### config.mk
export PLATFORM = sky130hd
export DESIGN_NAME = bin2bcd_serial_flat
export DESIGN_NICKNAME = d
export VERILOG_FILES = /design/src/rtl/bin2bcd_serial_pkg.sv /design/src/rtl/bin2bcd_serial_if.sv /design/src/rtl/bin2bcd_serial_adjust.sv /design/src/rtl/bin2bcd_serial.sv /design/src/flat_wrapper.sv
export SDC_FILE = /design/constraint.sdc
export NUM_CORES = 1
export LEC_CHECK = 0
export BUFFER_PORTS_ARGS = -buffer_cell sky130_fd_sc_hd__buf_2
export CAP_MARGIN = 20
export CORE_ASPECT_RATIO = 1.75
export CORE_UTILIZATION = 25
export CTS_CLUSTER_SIZE = 25
export DETAILED_ROUTE_END_ITERATION = 8
export GPL_ROUTABILITY_DRIVEN = 0
export PLACE_DENSITY_LB_ADDON = 0.08
export SYNTH_ARGS = -nofsm -noshare
export SYNTH_HDL_FRONTEND = slang
export SYNTH_SLANG_ARGS = --single-unit
### constraint.sdc
create_clock -name clock_100Mhz -period 1.5 [get_ports clock_100Mhz]
set_input_delay 0.3 -clock clock_100Mhz [delete_from_list [all_inputs] [get_ports clock_100Mhz]]
set_output_delay 0.3 -clock clock_100Mhz [all_outputs]
set_load 0.05 [all_outputs]
### src/rtl/bin2bcd_serial_pkg.sv
`default_nettype none
// +----------------------------------------------------------------------------+
// | Module   : bin2bcd_serial_pkg                                               |
// | Brief    : Shared types, constants and sizing helper for bin2bcd_serial.    |
// | Revision : 1.0 - initial release                                           |
// +----------------------------------------------------------------------------+
package bin2bcd_serial_pkg;

    typedef enum logic [1:0] {
        IDLE  = 2'd0,
        SHIFT = 2'd1,
        DONE  = 2'd2
    } state_t;

    localparam logic [3:0] BCD_NINE   = 4'h9;
    localparam int         DEF_DIGITS = 4;

    // ceil(bin_w * log10(2)) in fixed point; log10(2) ~= 0.30103
    function automatic int calc_nscr(input int bin_w);
        return (bin_w * 30103 + 99999) / 100000;
    endfunction

endpackage
`default_nettype wire

### src/rtl/bin2bcd_serial_if.sv
`default_nettype none
// +----------------------------------------------------------------------------+
// | Module   : bin2bcd_serial_if                                                |
// | Brief    : Request/result bundle between the counter stage and converter.   |
// | Revision : 1.0 - initial release                                           |
// +----------------------------------------------------------------------------+
interface bin2bcd_serial_if
    import bin2bcd_serial_pkg::*;
#(
    parameter int BIN_W  = 16,
    parameter int DIGITS = DEF_DIGITS
) ();

    logic                  start;
    logic [BIN_W-1:0]      bin_in;
    logic                  ready;
    logic                  done;
    logic [4*DIGITS-1:0]   bcd_out;
    logic                  overflow;

    modport master (
        output start,
        output bin_in,
        input  ready,
        input  done,
        input  bcd_out,
        input  overflow
    );

    modport slave (
        input  start,
        input  bin_in,
        output ready,
        output done,
        output bcd_out,
        output overflow
    );

endinterface
`default_nettype wire

### src/rtl/bin2bcd_serial_adjust.sv
`default_nettype none
// +----------------------------------------------------------------------------+
// | Module   : bcd_adjust_digit                                                 |
// | Brief    : Double-dabble nibble correction: add 3 when the digit is >= 5.   |
// | Revision : 1.0 - initial release                                           |
// +----------------------------------------------------------------------------+
module bcd_adjust_digit (
    input  wire logic [3:0] din,
    output logic      [3:0] dout
);

    always_comb begin
        dout = (din >= 4'd5) ? (din + 4'd3) : din;
    end

endmodule
`default_nettype wire

### src/rtl/bin2bcd_serial.sv
`default_nettype none
// +----------------------------------------------------------------------------+
// | Module   : bin2bcd_serial                                                   |
// | Brief    : Iterative shift-add-3 binary-to-BCD converter, BIN_W cycles/run. |
// |            Define BCD_SATURATE_EN to force all-nines output on overflow.    |
// | Revision : 1.0 - initial release                                           |
// +----------------------------------------------------------------------------+
module bin2bcd_serial
    import bin2bcd_serial_pkg::*;
#(
    parameter int BIN_W  = 16,
    parameter int DIGITS = DEF_DIGITS
) (
    input  wire logic         clock_100Mhz,
    input  wire logic         reset,
    bin2bcd_serial_if.slave   bus
);

    localparam int NSCR  = calc_nscr(BIN_W);
    localparam int PAD_N = (NSCR > DIGITS) ? NSCR : DIGITS;
    localparam int CNT_W = (BIN_W > 1) ? $clog2(BIN_W) : 1;

    state_t                state;
    state_t                state_next;
    logic                  accept;
    logic [CNT_W-1:0]      cnt;
    logic [BIN_W-1:0]      scr_bin;
    logic [4*NSCR-1:0]     scr_bcd;
    logic [4*NSCR-1:0]     adj_bcd;
    logic [4*PAD_N-1:0]    bcd_pad;
    logic [4*DIGITS-1:0]   bcd_next;
    logic                  ovf;
    logic                  ready_q;
    logic                  done_q;
    logic [4*DIGITS-1:0]   bcd_q;
    logic                  ovf_q;

    generate
        for (genvar i = 0; i < NSCR; i++) begin : g_adj
            bcd_adjust_digit u_adj (
                .din  (scr_bcd[4*i +: 4]),
                .dout (adj_bcd[4*i +: 4])
            );
        end
    endgenerate

    always_comb begin
        state_next = state;
        accept     = 1'b0;
        case (state)
            IDLE: begin
                if (bus.start && ready_q) begin
                    accept     = 1'b1;
                    state_next = SHIFT;
                end
            end
            SHIFT: begin
                if (cnt == CNT_W'(BIN_W - 1)) begin
                    state_next = DONE;
                end
            end
            DONE:    state_next = IDLE;
            default: state_next = IDLE;
        endcase
    end

    // Digits above DIGITS only feed the overflow flag
    always_comb begin
        bcd_pad              = '0;
        bcd_pad[4*NSCR-1:0]  = scr_bcd;
        ovf                  = |(bcd_pad >> (4 * DIGITS));
`ifdef BCD_SATURATE_EN
        bcd_next = ovf ? {DIGITS{BCD_NINE}} : bcd_pad[4*DIGITS-1:0];
`else
        bcd_next = bcd_pad[4*DIGITS-1:0];
`endif
    end

    always_ff @(posedge clock_100Mhz) begin
        if (!reset) begin
            state   <= IDLE;
            ready_q <= 1'b1;
            done_q  <= 1'b0;
            bcd_q   <= '0;
            ovf_q   <= 1'b0;
            cnt     <= '0;
            scr_bin <= '0;
            scr_bcd <= '0;
        end else begin
            state   <= state_next;
            done_q  <= 1'b0;
            // ready stays low through the done cycle so a start there is dropped
            ready_q <= (state_next == IDLE) && (state != DONE);
            case (state)
                IDLE: begin
                    if (accept) begin
                        scr_bin <= bus.bin_in;
                        scr_bcd <= '0;
                        cnt     <= '0;
                    end
                end
                SHIFT: begin
                    {scr_bcd, scr_bin} <= {adj_bcd, scr_bin} << 1;
                    cnt                <= cnt + 1'b1;
                end
                DONE: begin
                    bcd_q  <= bcd_next;
                    ovf_q  <= ovf;
                    done_q <= 1'b1;
                end
                default: ;
            endcase
        end
    end

    assign bus.ready    = ready_q;
    assign bus.done     = done_q;
    assign bus.bcd_out  = bcd_q;
    assign bus.overflow = ovf_q;

endmodule
`default_nettype wire

### src/flat_wrapper.sv
// flat-port wrapper written by rule: the top's interface ports become plain ports
module bin2bcd_serial_flat import bin2bcd_serial_pkg::*;
#(
    parameter int BIN_W  = 16,
    parameter int DIGITS = DEF_DIGITS
)
  (clock_100Mhz, reset, bus_start, bus_bin_in, bus_ready, bus_done, bus_bcd_out, bus_overflow);
  bin2bcd_serial_if #(.BIN_W(BIN_W), .DIGITS(DIGITS)) bus_i ();
  input  wire logic clock_100Mhz;
  input  wire logic reset;
  input wire logic [$bits(bus_i.start)-1:0] bus_start;
  input wire logic [$bits(bus_i.bin_in)-1:0] bus_bin_in;
  output wire logic [$bits(bus_i.ready)-1:0] bus_ready;
  output wire logic [$bits(bus_i.done)-1:0] bus_done;
  output wire logic [$bits(bus_i.bcd_out)-1:0] bus_bcd_out;
  output wire logic [$bits(bus_i.overflow)-1:0] bus_overflow;
  assign bus_i.start = bus_start;
  assign bus_i.bin_in = bus_bin_in;
  assign bus_ready = bus_i.ready;
  assign bus_done = bus_i.done;
  assign bus_bcd_out = bus_i.bcd_out;
  assign bus_overflow = bus_i.overflow;
  bin2bcd_serial #(.BIN_W(BIN_W), .DIGITS(DIGITS)) u_core (.clock_100Mhz(clock_100Mhz), .reset(reset), .bus(bus_i));
endmodule
==> impl_results.html, run 1 <==
<table>
<tr><th>Metric</th><th>Value</th></tr>
<tr><th colspan="2">Logic synthesis</th></tr>
<tr><td>Synthesized area per cell</td><td>8.48 µm²</td></tr>
<tr><td>Post-synthesis compound-gate area fraction</td><td>23.4%</td></tr>
<tr><td>Multiplexer area fraction after synthesis</td><td>0.398%</td></tr>
<tr><td>Post-synthesis cell area</td><td>2830 µm²</td></tr>
<tr><td>Dominant synthesized flop cell</td><td>sky130_fd_sc_hd__dfxtp_1</td></tr>
<tr><td>Warnings from Yosys</td><td>0</td></tr>
<tr><td>Adder-cell share of the synthesized area</td><td>5.30%</td></tr>
<tr><td>Synth top area share</td><td>43.1%</td></tr>
<tr><td>Synthesized instance count</td><td>334</td></tr>
<tr><td>Share of flip-flops with an asynchronous set or reset</td><td>0%</td></tr>
<tr><td>Syn nets</td><td>365</td></tr>
<tr><td>EDFF count, synth</td><td>0</td></tr>
<tr><td>Number of synthesized register bits</td><td>61</td></tr>
<tr><td>Cell types with the largest area share after synthesis</td><td>sky130_fd_sc_hd__dfxtp_1 43%, sky130_fd_sc_hd__a21boi_0 9.3%, sky130_fd_sc_hd__nand2_1 8.0%, sky130_fd_sc_hd__ha_1 5.3%, sky130_fd_sc_hd__a21o_1 4.8%</td></tr>
<tr><td>Sequential element share of the synthesized area</td><td>43.1%</td></tr>
<tr><td>Count of unique library cells instantiated by Yosys</td><td>32</td></tr>
<tr><td>Synth area leader</td><td>sky130_fd_sc_hd__dfxtp_1</td></tr>
<tr><td>Area share of and/or/nand/nor cells after synthesis</td><td>20.1%</td></tr>
<tr><td>Combinational family with the most area after synthesis</td><td>compound AO/OA/AOI/OAI gates</td></tr>
<tr><td>Synthesized-area fraction occupied by xor and xnor cells</td><td>2.78%</td></tr>
<tr><th colspan="2">Critical path</th></tr>
<tr><td>Setup crit start kind</td><td>flip-flop</td></tr>
<tr><td>Critical path peak fanout</td><td>4</td></tr>
<tr><td>Worst-path cell with the longest stage delay</td><td>sky130_fd_sc_hd__dfxtp_1</td></tr>
<tr><td>WS Path Type</td><td>flip-flop to flip-flop</td></tr>
<tr><td>CP Capture Type</td><td>flip-flop</td></tr>
<tr><td>Required time at the endpoint of the critical path</td><td>1.72 ns</td></tr>
<tr><td>Arr. time, crit path</td><td>1.65 ns</td></tr>
<tr><td>Largest incremental delay on the critical path</td><td>0.37 ns</td></tr>
<tr><td>Ordered list of cells on the worst path</td><td>inv_1, ha_1, nand2b_1, a21oi_2, a21oi_1, a22o_1</td></tr>
<tr><th colspan="2">Placement</th></tr>
<tr><td>Detail Placement HPWL</td><td>5200 µm</td></tr>
<tr><td>Placement Cell Area</td><td>3270 µm²</td></tr>
<tr><td>Post-placement cell count</td><td>500</td></tr>
<tr><td>Port Buffers</td><td>37</td></tr>
<tr><th colspan="2">CTS</th></tr>
<tr><td>Inserted Clock Buffers</td><td>9</td></tr>
<tr><td>Root Buffer</td><td>sky130_fd_sc_hd__clkbuf_16</td></tr>
<tr><td>Worst-case clock buffer depth</td><td>2</td></tr>
<tr><td>Clock Sink Count</td><td>61</td></tr>
<tr><td>Hold-fix buffers at CTS</td><td>0</td></tr>
<tr><td>Number of H-tree levels</td><td>3</td></tr>
<tr><td>Clock tree from TritonCTS</td><td>built</td></tr>
<tr><td>Clock transition at the registers of the reported paths</td><td>0.05 ns</td></tr>
<tr><td>Clock latency reported for the late side of the worst-skew pair</td><td>0.33 ns</td></tr>
<tr><th colspan="2">Global route</th></tr>
<tr><td>All-Layer GR Usage</td><td>14.2%</td></tr>
<tr><td>Met2 demand-to-capacity share in global routing</td><td>24.7%</td></tr>
<tr><td>Layer with the highest usage after global routing</td><td>met2</td></tr>
<tr><td>GR Layer Usage met3</td><td>2.88%</td></tr>
<tr><td>Largest net degree at the start of global routing</td><td>26</td></tr>
<tr><td>Number of global-route vias before repair</td><td>2437</td></tr>
<tr><td>Wire length of the first global-routing pass</td><td>12100 µm</td></tr>
<tr><td>Antenna violations before repair</td><td>0</td></tr>
<tr><td>Grt ovf</td><td>0</td></tr>
<tr><td>Met1 GRT Util</td><td>15.6%</td></tr>
<tr><th colspan="2">Finish</th></tr>
<tr><td>Filler cell count in the final layout</td><td>1218</td></tr>
<tr><td>Combined flip-flop and latch cell area</td><td>1220 µm²</td></tr>
<tr><td>Non-filler cells in the finished layout</td><td>515</td></tr>
<tr><td>Commonest non-fill, non-tap cells in the layout</td><td>60 x sky130_fd_sc_hd__nand2_1, 60 x sky130_fd_sc_hd__dfxtp_1, 37 x sky130_fd_sc_hd__buf_2, 35 x sky130_fd_sc_hd__a21boi_0, 20 x sky130_fd_sc_hd__nand3_1</td></tr>
<tr><td>Final instance area</td><td>3600 µm²</td></tr>
<tr><td>Area growth syn-to-layout</td><td>27.3%</td></tr>
<tr><td>Post-layout net count</td><td>411</td></tr>
<tr><td>Multi-input logic area</td><td>1500 µm²</td></tr>
<tr><td>Layout cell share with drive strength beyond 1</td><td>20.9%</td></tr>
<tr><td>Antenna cells</td><td>0</td></tr>
<tr><th colspan="2">Min path</th></tr>
<tr><td>Type of the worst min-delay path</td><td>input port to flip-flop</td></tr>
<tr><th colspan="2">Run</th></tr>
<tr><td>Max-cap check violation count</td><td>0</td></tr>
<tr><th colspan="2">Floorplanning</th></tr>
<tr><td>Row count</td><td>51</td></tr>
<tr><td>Starting density of the core</td><td>25.5%</td></tr>
<tr><td>Die area</td><td>11800 µm²</td></tr>
<tr><td>Area of the core</td><td>11100 µm²</td></tr>
<tr><td>Die Wd</td><td>82.5 µm</td></tr>
<tr><td>DIE HEIGHT</td><td>143 µm</td></tr>
<tr><td>I/O Pins</td><td>38</td></tr>
<tr><th colspan="2">Timing</th></tr>
<tr><td>Ratio of final minimum period to clock period</td><td>95.7%</td></tr>
<tr><td>Final count of hold timing violations</td><td>0</td></tr>
<tr><td>Final slew viol count</td><td>0</td></tr>
<tr><td>Fin Hold WS</td><td>0.184 ns</td></tr>
<tr><td>Slew at the pin closest to its max-slew limit</td><td>0.332 ns</td></tr>
<tr><td>Clk_skew</td><td>0.00569 ns</td></tr>
<tr><td>Worst slew margin</td><td>77.8%</td></tr>
<tr><td>Final count of negative-setup-slack endpoints</td><td>0</td></tr>
<tr><td>Max Clock Freq</td><td>697 MHz</td></tr>
<tr><td>Min cycle time layout</td><td>1.44 ns</td></tr>
<tr><th colspan="2">Power</th></tr>
<tr><td>Peak VDD IR</td><td>0.540 mV</td></tr>
<tr><td>Static leakage</td><td>1.40 nW</td></tr>
<tr><td>Pwr/cell area</td><td>1130 nW/µm²</td></tr>
<tr><td>Final Power</td><td>0.00408 W</td></tr>
<tr><th colspan="2">Detailed routing</th></tr>
<tr><td>Vias after detailed routing</td><td>2445</td></tr>
<tr><td>Drt via density</td><td>4.75</td></tr>
<tr><td>Initial DRT Pass Iterations</td><td>4</td></tr>
<tr><td>Post-detailed-routing wire length</td><td>7410 µm</td></tr>
<tr><td>Mean routed wirelength per cell</td><td>14.4 µm</td></tr>
<tr><td>Violation count after the first detailed-routing iteration</td><td>53</td></tr>
<tr><td>Count of antenna-violating nets left after detailed routing</td><td>0</td></tr>
<tr><td>Number of DRC violations after detailed routing</td><td>0</td></tr>
<tr><th colspan="2">Status</th></tr>
<tr><td>Run status</td><td>completed</td></tr>
</table>
[layer usage]
metal	up-vias	share of wire, %	wire length (µm)
li1	1231	-	-
met1	1162	42	3090
met2	41	53	3950
met5	-	0	0
met4	0	2.2	160
met3	11	2.9	213
[per-stage QoR]
| step | setup TNS (ns) | util (%) | setup WS, ns |
|---|---|---|---|
| 4_1_cts | 0 | 32.2 | 0.00788 |
| 5_1_grt | -0.0260 | 32.5 | -0.0128 |
| 2_1_floorplan | 0 | - | 0.000782 |
| 6_report | 0 | 32.5 | 0.0646 |
| 3_3_place_gp | 0 | 29.4 | 0.0599 |
| 3_5_place_dp | -0.0179 | 29.4 | -0.0121 |
[flip-flops by register name, indices dropped and copies added, names as in the netlist]
name / flops
u_core.bus.overflow: 1
u_core.scr_bin: 16
u_core.bcd_pad: 20
u_core.bus.done: 1
u_core.cnt: 4
u_core.bus.ready: 1
u_core.bus.bcd_out: 16
u_core.state: 2
[where the power goes]
part	total [W]	switching, W	leakage [nW]	internal [W]
Clock	0.00209	0.000691	0.148	0.00140
Sequential	0.00169	0.0000235	0.494	0.00166
Combinational	0.000304	0.000172	0.754	0.000132
[timing repair]
item                       CTS  global route
setup endpoints to repair    2            11
pin swaps                    0             3
buffers inserted             0             1
hold endpoints to repair     0             0
gates cloned                 0             0
resized for setup            2             5
[cells in the mapped netlist, drive strengths merged, types with 8 or more instances]
| cell | instances |
|---|---|
| dfxtp | 61 |
| a21o | 18 |
| a21boi | 36 |
| inv | 11 |
| a21oi | 14 |
| nand2b | 10 |
| nand2 | 61 |
| nand3 | 20 |
| buf | 8 |
| ha | 12 |
| o21ai | 12 |
| nor3 | 11 |
| clkbuf | 14 |
[logic make-up after synthesis]
family | after synthesis
and+or+nand+nor | 123
AOI/OAI and AO/OA | 95
DFF | 61
buffers and inverters | 33
adders and majority gates | 12
xor gates and xnor gates | 9
muxes | 1
[path summary, 6_finish.rpt]
| check | from | slack [ns] | endpoint | depth (start not counted) |
|---|---|---|---|---|
| max | u_core.bcd_pad[13] | 0.06 | u_core.bcd_pad[14] | 6 |
| min | bus_bin_in[12] | 0.18 | u_core.scr_bin[12] | 3 |
| max reg2reg | u_core.bcd_pad[13] | 0.06 | u_core.bcd_pad[14] | 6 |
| min reg2reg | u_core.bus.bcd_out[8] | 0.46 | u_core.bus.bcd_out[8] | 2 |
[worst max-delay path: cells and delay by family, from the launching register on]
family / cells / cell delay, ns
fa+ha+maj: 1 / 0.18
buf+inv: 1 / 0.09
flops: 1 / 0.37
simple gates: 1 / 0.16
compound gates: 3 / 0.54
[final cells by class]
| class | count | share of cell area, % |
|---|---|---|
| multi-input cells | 240 | 41.6 |
| flip-flops and latches | 61 | 34.0 |
| repair buffers | 57 | 10.3 |
| clock buffers | 13 | 7.50 |
| well taps | 132 | 4.58 |
| inverters | 11 | 1.15 |
| clock inverters | 1 | 0.833 |
(Power assumes the default switching activity.)
==> inputs of run 2 (changes only) <==
- CORE_ASPECT_RATIO: 1.75 -> default
==> run 2 against run 1 <==
Net effect: final cell count rose by 2.5%; global-route usage fell by 0.42 points; clock-buffer cell count rose by 1; utilization rose by 0.49 points; sequential cell count did not move; via count fell by 1.2%; sequential power barely moved; design area barely moved; routed wire length fell by 2.5%; critical path depth rose by 1; largest power group unchanged; highest routed layer unchanged.
==> impl_results.html, run 2 (synthesis gave the netlist of run 1 again) <==
<table>
<tr><th>Metric</th><th>Value</th></tr>
<tr><th colspan="2">Timing</th></tr>
<tr><td>Slew at the pin closest to its max-slew limit</td><td>0.333 ns</td></tr>
<tr><td>Clk_skew</td><td>0.00784 ns</td></tr>
<tr><td>Final count of negative-setup-slack endpoints</td><td>0</td></tr>
<tr><td>Final slew viol count</td><td>0</td></tr>
<tr><td>Ratio of final minimum period to clock period</td><td>92.7%</td></tr>
<tr><td>Final count of hold timing violations</td><td>0</td></tr>
<tr><td>Min cycle time layout</td><td>1.39 ns</td></tr>
<tr><td>Worst slew margin</td><td>77.8%</td></tr>
<tr><td>Max Clock Freq</td><td>719 MHz</td></tr>
<tr><th colspan="2">Critical path</th></tr>
<tr><td>WS Path Type</td><td>flip-flop to flip-flop</td></tr>
<tr><td>Cell family with most CP delay</td><td>flip-flops</td></tr>
<tr><td>Worst setup path end</td><td>u_core.bcd_pad[16]</td></tr>
<tr><td>Start point of the critical path</td><td>u_core.bcd_pad[13]</td></tr>
<tr><td>Ordered list of cells on the worst path</td><td>inv_1, ha_1, nand2b_1, a21oi_2, nor3_1, buf_4, a21o_1</td></tr>
<tr><td>Register-to-register setup slack</td><td>0.11 ns</td></tr>
<tr><td>Setup crit start kind</td><td>flip-flop</td></tr>
<tr><td>Largest incremental delay on the critical path</td><td>0.34 ns</td></tr>
<tr><td>Worst-path cell with the longest stage delay</td><td>sky130_fd_sc_hd__dfxtp_2</td></tr>
<tr><td>Reg2reg start</td><td>u_core.bcd_pad[13]</td></tr>
<tr><td>Endpoint of the worst-slack reg-to-reg timing path</td><td>u_core.bcd_pad[16]</td></tr>
<tr><td>Required time at the endpoint of the critical path</td><td>1.72 ns</td></tr>
<tr><td>Logic depth of the worst register-to-register path</td><td>7</td></tr>
<tr><td>Arr. time, crit path</td><td>1.61 ns</td></tr>
<tr><td>CP Capture Type</td><td>flip-flop</td></tr>
<tr><td>Critical path peak fanout</td><td>4</td></tr>
<tr><td>Buffer and inverter count on the worst path</td><td>2</td></tr>
<tr><td>Total number of cells along the worst setup path</td><td>7</td></tr>
<tr><th colspan="2">Power</th></tr>
<tr><td>Internal Dissipation</td><td>0.00303 W</td></tr>
<tr><td>Peak VDD IR</td><td>0.727 mV</td></tr>
<tr><td>Static leakage</td><td>1.40 nW</td></tr>
<tr><td>Reported net switching power</td><td>0.000899 W</td></tr>
<tr><td>Pwr/cell area</td><td>1090 nW/µm²</td></tr>
<tr><td>Combinational share of power</td><td>7.8%</td></tr>
<tr><td>Fraction of power consumed by sequential logic</td><td>42.9%</td></tr>
<tr><td>Final Power</td><td>0.00393 W</td></tr>
<tr><td>Clk pwr share</td><td>49.3%</td></tr>
<tr><td>Switching power as a share of total power</td><td>22.9%</td></tr>
<tr><th colspan="2">CTS</th></tr>
<tr><td>Number of H-tree levels</td><td>3</td></tr>
<tr><td>Clock tree from TritonCTS</td><td>built</td></tr>
<tr><td>Root Buffer</td><td>sky130_fd_sc_hd__clkbuf_16</td></tr>
<tr><td>Clock transition at the registers of the reported paths</td><td>0.05 ns</td></tr>
<tr><td>Clock latency reported for the late side of the worst-skew pair</td><td>0.33 ns</td></tr>
<tr><td>Inserted Clock Buffers</td><td>9</td></tr>
<tr><td>Worst-case clock buffer depth</td><td>2</td></tr>
<tr><td>Clock Sink Count</td><td>61</td></tr>
<tr><th colspan="2">Detailed routing</th></tr>
<tr><td>Post-detailed-routing wire length</td><td>7230 µm</td></tr>
<tr><td>Vias after detailed routing</td><td>2415</td></tr>
<tr><td>Count of antenna-violating nets left after detailed routing</td><td>0</td></tr>
<tr><td>Initial DRT Pass Iterations</td><td>4</td></tr>
<tr><td>Mean routed wirelength per cell</td><td>13.7 µm</td></tr>
<tr><td>Violation count after the first detailed-routing iteration</td><td>83</td></tr>
<tr><td>Number of DRC violations after detailed routing</td><td>0</td></tr>
<tr><td>Drt via density</td><td>4.57</td></tr>
<tr><th colspan="2">Placement</th></tr>
<tr><td>Port Buffers</td><td>37</td></tr>
<tr><td>Post-placement cell count</td><td>513</td></tr>
<tr><td>Detail Placement HPWL</td><td>4770 µm</td></tr>
<tr><th colspan="2">Finish</th></tr>
<tr><td>Post-layout net count</td><td>415</td></tr>
<tr><td>Most common library cell in the layout ignoring fill and taps</td><td>sky130_fd_sc_hd__nand2_1</td></tr>
<tr><td>Commonest non-fill, non-tap cells in the layout</td><td>60 x sky130_fd_sc_hd__nand2_1, 56 x sky130_fd_sc_hd__dfxtp_1, 37 x sky130_fd_sc_hd__buf_2, 35 x sky130_fd_sc_hd__a21boi_0, 23 x sky130_fd_sc_hd__buf_4</td></tr>
<tr><td>Antenna cells</td><td>0</td></tr>
<tr><td>Area growth syn-to-layout</td><td>27.2%</td></tr>
<tr><td>Layout cell share with drive strength beyond 1</td><td>23.2%</td></tr>
<tr><td>Final Core Density</td><td>33.0%</td></tr>
<tr><td>Filler cell count in the final layout</td><td>1172</td></tr>
<tr><td>Max FFs per register</td><td>20</td></tr>
<tr><td>Non-filler cells in the finished layout</td><td>528</td></tr>
<tr><th colspan="2">Global route</th></tr>
<tr><td>Grt ovf</td><td>0</td></tr>
<tr><td>Wire length of the first global-routing pass</td><td>12200 µm</td></tr>
<tr><td>Largest net degree at the start of global routing</td><td>30</td></tr>
<tr><td>Antenna violations before repair</td><td>0</td></tr>
<tr><td>All-Layer GR Usage</td><td>13.8%</td></tr>
<tr><td>Number of global-route vias before repair</td><td>2415</td></tr>
<tr><th colspan="2">Floorplanning</th></tr>
<tr><td>Area of the core</td><td>10900 µm²</td></tr>
<tr><td>DIE HEIGHT</td><td>108 µm</td></tr>
<tr><td>Die area</td><td>11800 µm²</td></tr>
<tr><td>Row count</td><td>38</td></tr>
<tr><td>I/O Pins</td><td>38</td></tr>
<tr><td>Starting density of the core</td><td>25.9%</td></tr>
<tr><td>Die Wd</td><td>108 µm</td></tr>
<tr><th colspan="2">Run</th></tr>
<tr><td>Max-cap check violation count</td><td>0</td></tr>
<tr><th colspan="2">Status</th></tr>
<tr><td>Run status</td><td>completed</td></tr>
<tr><th colspan="2">Min path</th></tr>
<tr><td>Type of the worst min-delay path</td><td>input port to flip-flop</td></tr>
</table>
## run 2: cell types whose count changed in the layout (fill, tap and decap cells not counted), sizes merged
cell    delta
buf        +4
bufinv     -1
clkinv     +1
clkbuf     +1
## run 2: metal layers
layer	vias to the layer above	part of all wire (%)	global-route usage (%)
li1	1240	-	-
met1	1132	49	17.2
met2	33	46	22.2
met3	10	3.4	4.10
met4	0	1.6	5.31
met5	-	0	0
## run 2: worst register-to-register path: cells and delay by family, from the launching register on
kind | cells | cell delay (ns)
adder cells (fa/ha/maj) | 1 | 0.18
buffers and inverters | 2 | 0.20
flip-flops | 1 | 0.34
AND/OR/NAND/NOR | 2 | 0.22
AO/OA/AOI/OAI | 2 | 0.34
## run 2: per-stage QoR
step	hold WS [ns]	setup WS [ns]	instance area, µm²	setup TNS [ns]
final	0.204	0.109	3600	0
after global routing	0.196	-0.00501	3600	-0.00501
after CTS	0.192	0.00464	3570	0
after detailed placement	0.450	0.0108	3290	0
after global placement	0.449	0.0780	3290	0
after floorplan	0.425	0.000782	2840	0
## run 2: worst min path at each step
| stage | startpoint | end | depth (start not counted) |
|---|---|---|---|
| 4_1_cts | bus_bin_in[12] | u_core.scr_bin[12] | 3 |
| 5_1_grt | bus_bin_in[12] | u_core.scr_bin[12] | 3 |
| 6_report | bus_bin_in[12] | u_core.scr_bin[12] | 3 |
| 3_3_place_gp | u_core.bus.bcd_out[8] | u_core.bus.bcd_out[8] | 2 |
| 2_1_floorplan | bus_bin_in[12] | u_core.scr_bin[12] | 2 |
| 3_5_place_dp | u_core.bcd_pad[17] | u_core.bcd_pad[17] | 1 |
## run 2: power groups by stage
stage               Combinational (W)  Clock [W]  Sequential [W]
floorplan                    0.000180          0         0.00172
global placement             0.000311          0         0.00172
detailed placement           0.000310          0         0.00172
CTS                          0.000312    0.00201         0.00168
global route                 0.000339    0.00208         0.00169
finish                       0.000305    0.00194         0.00169
## run 2: timing repair
| action | 4_1_cts | 5_1_grt |
|---|---|---|
| hold buffers | 0 | 0 |
| resized for setup | 0 | 13 |
| endpoints found under the setup margin | 0 | 13 |
| hold endpoints to repair | 0 | 0 |
| setup buffers | 0 | 0 |
## run 2: area by class of cell
cell class                      count  area [µm²]  share of cell area, %
Tap cell                          140         175                   4.86
Clock inverter                      1        5.00                  0.139
Timing Repair Buffer               61         378                   10.5
Multi-Input combinational cell    240        1500                   41.6
Inverter                           11        41.3                   1.15
Clock buffer                       14         274                   7.60
Sequential cell                    61        1230                   34.1
